`config.mk`:
```
export PLATFORM = sky130hd
export DESIGN_NAME = instruction_fetch_unit_flat
export DESIGN_NICKNAME = d
export VERILOG_FILES = /design/src/rtl/instruction_fetch_unit_pkg.sv /design/src/rtl/instruction_fetch_unit_if.sv /design/src/rtl/instruction_fetch_unit_next_pc_calc.sv /design/src/rtl/instruction_fetch_unit.sv /design/src/flat_wrapper.sv
export SDC_FILE = /design/constraint.sdc
export NUM_CORES = 1
export LEC_CHECK = 0
export BUFFER_PORTS_ARGS = -buffer_cell sky130_fd_sc_hd__clkbuf_2
export CAP_MARGIN = 15
export CORE_MARGIN = 3
export CORE_UTILIZATION = 45
export CTS_CLUSTER_SIZE = 8
export DETAILED_ROUTE_END_ITERATION = 7
export GPL_TIMING_DRIVEN = 0
export HOLD_SLACK_MARGIN = 0.08
export PLACE_DENSITY = 0.86
export SYNTH_ARGS = -nofsm -noshare
export SYNTH_HDL_FRONTEND = slang
export SYNTH_SLANG_ARGS = --single-unit
```
`constraint.sdc`:
```
create_clock -name Clk -period 2.3 [get_ports Clk]
set_input_delay 0.575 -clock Clk [delete_from_list [all_inputs] [get_ports Clk]]
set_output_delay 0.575 -clock Clk [all_outputs]
set_load 0.02 [all_outputs]
```
`src/rtl/instruction_fetch_unit_pkg.sv`:
```
// Shared definitions for the instruction fetch unit: FSM encoding, NOP word,
// instruction field widths and the branch-offset sign-extension helper.
package instruction_fetch_unit_pkg;

  typedef enum logic [1:0] {
    ST_RUN    = 2'd0,
    ST_HOLD   = 2'd1,
    ST_SQUASH = 2'd2
  } ifuState_t;

  localparam int INSTR_WIDTH  = 32;
  localparam int OFFSET_WIDTH = 16;
  localparam int JUMP_WIDTH   = 26;

  localparam logic [INSTR_WIDTH-1:0] NOP_WORD = 32'h0000_0000;

  // Wide enough for any sane PC_WIDTH; callers truncate to their own width.
  function automatic logic [63:0] signExtend16(input logic [OFFSET_WIDTH-1:0] value);
    return {{48{value[OFFSET_WIDTH-1]}}, value};
  endfunction

endpackage

```
`src/rtl/instruction_fetch_unit_if.sv`:
```
// Fetch-stage bus: redirect/stall controls from decode-execute, the instruction
// memory read port, and the IR outputs toward decode.
interface instruction_fetch_unit_if
  import instruction_fetch_unit_pkg::*;
#(
  parameter int PC_WIDTH  = 32,
  parameter int CNT_WIDTH = 16
);

  logic                    Stall;
  logic                    BranchTaken;
  logic [OFFSET_WIDTH-1:0] BranchOffset;
  logic                    Jump;
  logic [JUMP_WIDTH-1:0]   JumpTarget;
  logic [INSTR_WIDTH-1:0]  Instruction;
  logic [PC_WIDTH-1:0]     ReadAddress;
  logic [INSTR_WIDTH-1:0]  Ir;
  logic [PC_WIDTH-1:0]     IrPc;
  logic                    IrValid;
  logic [CNT_WIDTH-1:0]    FetchCount;

  modport master (
    input  Stall, BranchTaken, BranchOffset, Jump, JumpTarget, Instruction,
    output ReadAddress, Ir, IrPc, IrValid, FetchCount
  );

  modport slave (
    output Stall, BranchTaken, BranchOffset, Jump, JumpTarget, Instruction,
    input  ReadAddress, Ir, IrPc, IrValid, FetchCount
  );

endinterface

```
`src/rtl/instruction_fetch_unit_next_pc_calc.sv`:
```
// Combinational next-PC generation: sequential successor of the PC and the
// redirect target (jump has priority over branch), all wrapped to MEM_DEPTH.
module instruction_fetch_unit_next_pc_calc
  import instruction_fetch_unit_pkg::*;
#(
  parameter int PC_WIDTH  = 32,
  parameter int MEM_DEPTH = 256
) (
  input  logic [PC_WIDTH-1:0]     pc,
  input  logic [PC_WIDTH-1:0]     irPc,
  input  logic [OFFSET_WIDTH-1:0] branchOffset,
  input  logic [JUMP_WIDTH-1:0]   jumpTarget,
  input  logic                    jump,
  output logic [PC_WIDTH-1:0]     seqPc,
  output logic [PC_WIDTH-1:0]     redirectPc
);

  localparam logic [PC_WIDTH-1:0] ADDR_MASK = PC_WIDTH'(MEM_DEPTH - 1);
  localparam logic [PC_WIDTH-1:0] PC_ONE    = PC_WIDTH'(1'b1);

  logic [PC_WIDTH-1:0] branchPc;
  logic [PC_WIDTH-1:0] jumpPc;

  // Targets are masked so the PC never leaves the instruction memory.
  always_comb begin
    seqPc    = (pc + PC_ONE) & ADDR_MASK;
    branchPc = (irPc + PC_ONE + PC_WIDTH'(signExtend16(branchOffset))) & ADDR_MASK;
    jumpPc   = {irPc[PC_WIDTH-1:JUMP_WIDTH], jumpTarget} & ADDR_MASK;
    if (jump) begin
      redirectPc = jumpPc;
    end else begin
      redirectPc = branchPc;
    end
  end

endmodule

```
`src/rtl/instruction_fetch_unit.sv`:
```
// Fetch stage: word PC, instruction register, stall/branch/jump redirects.
// Build option IFU_DELAY_SLOT_EN: MIPS delay slot instead of squashing on redirect.
module instruction_fetch_unit
  import instruction_fetch_unit_pkg::*;
#(
  parameter int PC_WIDTH  = 32,
  parameter int RESET_PC  = 0,
  parameter int MEM_DEPTH = 256,
  parameter int CNT_WIDTH = 16
) (
  input logic                     Clk,
  input logic                     Reset_n,
  instruction_fetch_unit_if.master bus
);

  localparam logic [PC_WIDTH-1:0]  RESET_PC_W = PC_WIDTH'(RESET_PC);
  localparam logic [CNT_WIDTH-1:0] CNT_ONE    = CNT_WIDTH'(1'b1);

  ifuState_t              stateReg, stateNext;
  logic [PC_WIDTH-1:0]    pcReg, pcNext;
  logic [INSTR_WIDTH-1:0] irReg, irNext;
  logic [PC_WIDTH-1:0]    irPcReg, irPcNext;
  logic                   irValidReg, irValidNext;
  logic [CNT_WIDTH-1:0]   fetchCountReg, fetchCountNext;

  logic [PC_WIDTH-1:0]    seqPc;
  logic [PC_WIDTH-1:0]    redirectPc;
  logic                   takeRedirect;
  logic                   takeStall;
  logic                   latchNow;

  instruction_fetch_unit_next_pc_calc #(
    .PC_WIDTH  (PC_WIDTH),
    .MEM_DEPTH (MEM_DEPTH)
  ) u_nextPcCalc (
    .pc           (pcReg),
    .irPc         (irPcReg),
    .branchOffset (bus.BranchOffset),
    .jumpTarget   (bus.JumpTarget),
    .jump         (bus.Jump),
    .seqPc        (seqPc),
    .redirectPc   (redirectPc)
  );

  // A bubble carries no branch, so controls only act on a valid IR.
  assign takeRedirect = irValidReg & (bus.Jump | bus.BranchTaken);
  assign takeStall    = irValidReg & bus.Stall;

  // Next-state and next-register decode; redirect beats stall beats sequential.
  always_comb begin
    stateNext      = stateReg;
    pcNext         = pcReg;
    irNext         = irReg;
    irPcNext       = irPcReg;
    irValidNext    = irValidReg;
    fetchCountNext = fetchCountReg;
    latchNow       = 1'b0;

    case (stateReg)
      ST_RUN, ST_HOLD, ST_SQUASH: begin
        if (takeRedirect) begin
          pcNext = redirectPc;
`ifdef IFU_DELAY_SLOT_EN
          latchNow  = 1'b1;
          stateNext = ST_RUN;
`else
          irNext      = NOP_WORD;
          irValidNext = 1'b0;
          stateNext   = ST_SQUASH;
`endif
        end else if (takeStall) begin
          stateNext = ST_HOLD;
        end else begin
          pcNext    = seqPc;
          latchNow  = 1'b1;
          stateNext = ST_RUN;
        end
      end
      default: begin
        stateNext = ST_RUN;
      end
    endcase

    if (latchNow) begin
      irNext         = bus.Instruction;
      irPcNext       = pcReg;
      irValidNext    = 1'b1;
      fetchCountNext = fetchCountReg + CNT_ONE;
    end else begin
      fetchCountNext = fetchCountNext;
    end
  end

  // State and pipeline registers with asynchronous clear.
  always_ff @(posedge Clk or negedge Reset_n) begin
    if (!Reset_n) begin
      stateReg      <= ST_RUN;
      pcReg         <= RESET_PC_W;
      irReg         <= NOP_WORD;
      irPcReg       <= {PC_WIDTH{1'b0}};
      irValidReg    <= 1'b0;
      fetchCountReg <= {CNT_WIDTH{1'b0}};
    end else begin
      stateReg      <= stateNext;
      pcReg         <= pcNext;
      irReg         <= irNext;
      irPcReg       <= irPcNext;
      irValidReg    <= irValidNext;
      fetchCountReg <= fetchCountNext;
    end
  end

  assign bus.ReadAddress = pcReg;
  assign bus.Ir          = irReg;
  assign bus.IrPc        = irPcReg;
  assign bus.IrValid     = irValidReg;
  assign bus.FetchCount  = fetchCountReg;

endmodule

```
`src/flat_wrapper.sv`:
```
// flat-port wrapper written by rule: the top's interface ports become plain ports
module instruction_fetch_unit_flat import instruction_fetch_unit_pkg::*;
#(
  parameter int PC_WIDTH  = 32,
  parameter int RESET_PC  = 0,
  parameter int MEM_DEPTH = 256,
  parameter int CNT_WIDTH = 16
)
  (Clk, Reset_n, bus_Stall, bus_BranchTaken, bus_BranchOffset, bus_Jump, bus_JumpTarget, bus_Instruction, bus_ReadAddress, bus_Ir, bus_IrPc, bus_IrValid, bus_FetchCount);
  instruction_fetch_unit_if #(.PC_WIDTH(PC_WIDTH), .CNT_WIDTH(CNT_WIDTH)) bus_i ();
  input logic Clk;
  input logic Reset_n;
  input wire logic [$bits(bus_i.Stall)-1:0] bus_Stall;
  input wire logic [$bits(bus_i.BranchTaken)-1:0] bus_BranchTaken;
  input wire logic [$bits(bus_i.BranchOffset)-1:0] bus_BranchOffset;
  input wire logic [$bits(bus_i.Jump)-1:0] bus_Jump;
  input wire logic [$bits(bus_i.JumpTarget)-1:0] bus_JumpTarget;
  input wire logic [$bits(bus_i.Instruction)-1:0] bus_Instruction;
  output wire logic [$bits(bus_i.ReadAddress)-1:0] bus_ReadAddress;
  output wire logic [$bits(bus_i.Ir)-1:0] bus_Ir;
  output wire logic [$bits(bus_i.IrPc)-1:0] bus_IrPc;
  output wire logic [$bits(bus_i.IrValid)-1:0] bus_IrValid;
  output wire logic [$bits(bus_i.FetchCount)-1:0] bus_FetchCount;
  assign bus_i.Stall = bus_Stall;
  assign bus_i.BranchTaken = bus_BranchTaken;
  assign bus_i.BranchOffset = bus_BranchOffset;
  assign bus_i.Jump = bus_Jump;
  assign bus_i.JumpTarget = bus_JumpTarget;
  assign bus_i.Instruction = bus_Instruction;
  assign bus_ReadAddress = bus_i.ReadAddress;
  assign bus_Ir = bus_i.Ir;
  assign bus_IrPc = bus_i.IrPc;
  assign bus_IrValid = bus_i.IrValid;
  assign bus_FetchCount = bus_i.FetchCount;
  instruction_fetch_unit #(.PC_WIDTH(PC_WIDTH), .RESET_PC(RESET_PC), .MEM_DEPTH(MEM_DEPTH), .CNT_WIDTH(CNT_WIDTH)) u_core (.Clk(Clk), .Reset_n(Reset_n), .bus(bus_i));
endmodule
```
==> impl_results.md <==
- Gate count after technology mapping: approximately 320
- Worst flop-to-flop path endpoint: u_core.bus.ReadAddress[7]
- Arrival @ worst endpoint: roughly 2.3 ns
- Crit path buf inv count: 0
- Layout overhead on the synthesized area: 32.7%
- Total grt overflow: 0
- Reported max-cap violation count: 0
- Synthesized-area fraction occupied by adder cells: ~3.8%
- Dominant combinational cell family by area after synthesis: compound AO/OA/AOI/OAI gates
- Worst Path Required: about 2.6 ns
- CP Launch Type: flip-flop
- Status: finished clean
- Maximum number of pins on one net before global-route repair: 68
- Overall Power: about 5.7 mW
- Clock Power Share: 21.3%
- Global routing usage summed across all routing layers: 18.8%
- Router iterations before antenna repair: 4
- Critical path class: reg2reg
- Area fraction in compound gates after synthesis: between 10% and 20%
- Internal power consumption: around 3.4 mW
- Routability-driven placement congestion ratio: approximately 0.85
- Slowest-stage cell, CP: a311oi_1
- Share of async-settable or async-resettable flops after synthesis: between 90% and 100%
- Number of synthesized flops with an enable pin: 0
- Share of power burned in combinational logic: around 44%
- Cell Chain, Critical Path: ha_1, nor2b_1, o21a_1, a311oi_1, a2111oi_0, a211oi_1
- Cell accounting for the most synthesized area: dfrtp_1
- Predominant post-synthesis flop cell: dfrtp_1
- Ratio of final minimum period to clock period: 87.6%
- Clk Tree Root Cell: clkbuf_8
- Aggregate negative setup slack: 0 ns
- Number of distinct standard cells referenced by the synthesized netlist: 48
- Worst r2r path cells: 6
- Via count of the first global-routing pass: 2801
- I/O Pins: 192
- Initial Util: a little under half
- Switching component of the power: 2.33 mW
- Inserted Clock Buffers: 9
- Total number of vias: roughly 2900
- Slew of the pin with the lowest slew margin: between 0.8 and 0.9 ns
- Worst IR drop on VDD: 744 µV
- Number of standard cells in the final layout excluding fillers: between 500 and 600
- TritonCTS clock tree: built
- Cell area after technology mapping: 3460 µm²
- CTS sink cnt: 67
- Flip-flop and latch count after synthesis: 67
- Reg2reg setup slack: around 0.28 ns
- Mean cell area of the mapped netlist: 10.8 µm²
- Post-CTS resize count: 0
- Largest driver fanout on the critical path: 3
- Area of the core: 7370 µm²
- F_max: around 0.50 GHz
- Diode insertion count for antenna repair: 0
- Top area cells in the synthesized netlist: dfrtp_1 (48%), buf_4 (11%), a22o_1 (8.1%)
- Site Rows: 31
- Placed Cells incl. Taps: just under 600
- Total Routed Length: just over 8000 µm
- Clock transition time at the flip-flop clock pins of the worst setup and hold paths: around 0.080 ns
- RSZ-0062 raised after global routing: no
- Max-slew headroom at the worst pin: 40.7%
- Setup WS pre-CTS: ~0.046 ns
- Simple-gate share of the synthesized area: between 10% and 20%
- Number of nets in the finished design: 584
- First-pass GRT wire length: between 10000 and 15000 µm
- Number of antenna-violating nets in the routed design: 0
- Height of the chip: ~94 µm
- Crit path max-delay family: compound AO/OA/AOI/OAI gates
- Number of H-tree levels: 3
- Number of inserted filler cells in the final layout: 641
- Proportion of netlist area held by the largest area contributor: 48.4%
- DPL Wire Length: between 6000 and 7000 µm
- Starting DRT DRC Count: between 80 and 90
- Total power divided by cell area: between 1000 and 1500 nW/µm²
- Worst skew pair latency: around 0.35 ns
- Die W: around 94 µm
- Die area: ~9000 µm²
- Final Max Tran Viols: 0
- Worst-case setup margin in the final layout: 0.285 ns
- Final hold violations: 0
- Worst flop-to-flop path startpoint: u_core.bus.IrPc[1]
- Quantity of I/O buffers inserted on ports: ~120
- Slowest stage delay, CP: ~0.46 ns
- Final setup skew: ~0.011 ns
- Kind of end point of the critical path: flip-flop
- Share of final-layout standard cells stronger than drive strength 1: between 30% and 40%
- Number of buffers between clock root and the deepest sink: 2
- Setup violation total in the final timing report: 0
- Yosys Warn Count: 0
- Routed vias/inst: about 4.9
- Class of the most critical hold timing path: in2async
- Net Sw Frac: roughly two fifths
- Count of buffers added by post-CTS timing repair for setup: 0
- Standby leakage power: ~2.5 nW
- Number of antenna violations at the first check in global routing: 0
- Mux contribution to synthesized area: approximately 2.6%
- Crit path time final: approximately 2 ns
- Layout Utilization: 62.4%
- Proportion of synthesized chip area in sequential cells: about half
- Hold-fix buffers at CTS: 0
- Routed wirelength normalized by instance count: roughly 14 µm
- Xor and xnor area share after synthesis: 4.30%
- Remaining routing DRC violations: 0
- Sequential Power Share: about a third
-- synthesized netlist by cell type, drive strengths merged, types with 3 or more instances --
| master | instances |
|---|---|
| xor2 | 7 |
| nand3 | 5 |
| nand2 | 24 |
| nor2 | 12 |
| a22o | 32 |
| nor2b | 4 |
| xnor2 | 10 |
| ha | 9 |
| o21a | 7 |
| mux2 | 7 |
| buf | 61 |
| o21ai | 15 |
| inv | 6 |
| and3 | 4 |
| a21oi | 5 |
| dfrtp | 67 |
| nand4 | 10 |
| and4 | 3 |
-- worst max path at each step --
stage,startpoint,endpoint,cells after the start
after floorplan,bus_BranchOffset[1],u_core.bus.ReadAddress[7],6
after global placement,bus_BranchOffset[1],u_core.bus.ReadAddress[7],7
after detailed placement,bus_BranchOffset[1],u_core.bus.ReadAddress[7],7
after CTS,u_core.bus.IrPc[1],u_core.bus.ReadAddress[7],6
after global routing,u_core.bus.IrPc[1],u_core.bus.ReadAddress[7],6
final,u_core.bus.IrPc[1],u_core.bus.ReadAddress[7],6
-- stage by stage --
step / cell area [µm²] / hold slack (ns)
floorplan: 3640 / 0.279
global placement: 4340 / 0.464
detailed placement: 4350 / 0.468
CTS: 4600 / 0.398
global route: 4600 / 0.432
finish: 4600 / 0.370
-- registers in the layout (all words and copies together), names as in the netlist --
name / count
u_core.bus.ReadAddress: 8
u_core.bus.Ir: 32
u_core.stateReg: 2
u_core.bus.FetchCount: 16
u_core.bus.IrPc: 8
u_core.bus.IrValid: 1
-- cells by family after synthesis --
kind of cell	Yosys count
mux	8
buf+inv	68
flops	67
xor+xnor	17
simple gates	72
other cells	1
compound gates	78
fa+ha+maj	10
-- cells in the final DEF (no fill, tap or decap), types with 3 or more instances in the layout --
| cell | Yosys | final |
|---|---|---|
| nor2b_1 | 4 | 4 |
| and4_1 | 3 | 3 |
| clkbuf_8 | 0 | 10 |
| clkbuf_2 | 0 | 115 |
| inv_1 | 6 | 6 |
| nand4_1 | 10 | 10 |
| bufinv_16 | 0 | 3 |
| xnor2_1 | 10 | 10 |
| o21a_1 | 7 | 7 |
| o21ai_0 | 14 | 14 |
| dfrtp_1 | 67 | 67 |
| ha_1 | 9 | 9 |
| buf_2 | 7 | 7 |
| a21oi_1 | 5 | 5 |
| buf_1 | 3 | 3 |
| nand2_1 | 24 | 24 |
| and3_1 | 4 | 4 |
| nand3_1 | 5 | 5 |
| conb_1 | 1 | 48 |
| nor2_1 | 11 | 11 |
| a22o_1 | 32 | 32 |
| mux2_2 | 7 | 7 |
| buf_4 | 50 | 50 |
| xor2_1 | 7 | 7 |
-- power by group through the flow --
stage               logic, mW  clock network (mW)  registers (mW)
finish                   2.51                1.21            1.96
global route             2.76                1.29            2.02
CTS                      2.54                1.24            1.96
detailed placement       2.53                   0            1.97
global placement         2.46                   0            1.95
floorplan                1.29                   0            2.38
-- final cells by class --
type / instances / area (µm²) / share of cell area [%]
inverter: 6 / 22.5 / 0.490
multi-input combinational: 233 / 1500 / 32.7
clock inverter: 6 / 113 / 2.45
tap: 99 / 124 / 2.69
buffer: 62 / 437 / 9.50
sequential: 67 / 1680 / 36.5
clock buffer: 10 / 138 / 2.99
timing repair buffer: 116 / 583 / 12.7
-- per-layer routing --
layer | vias up | track usage, % | routed length (µm)
met3 | 15 | 4.17 | 637
met1 | 1371 | 23.7 | 3420
met2 | 133 | 31.4 | 4030
met4 | 0 | 7.58 | 156
li1 | 1404 | - | -
met5 | - | 0 | 0
Note: power is estimated with default switching activity, not from simulation.
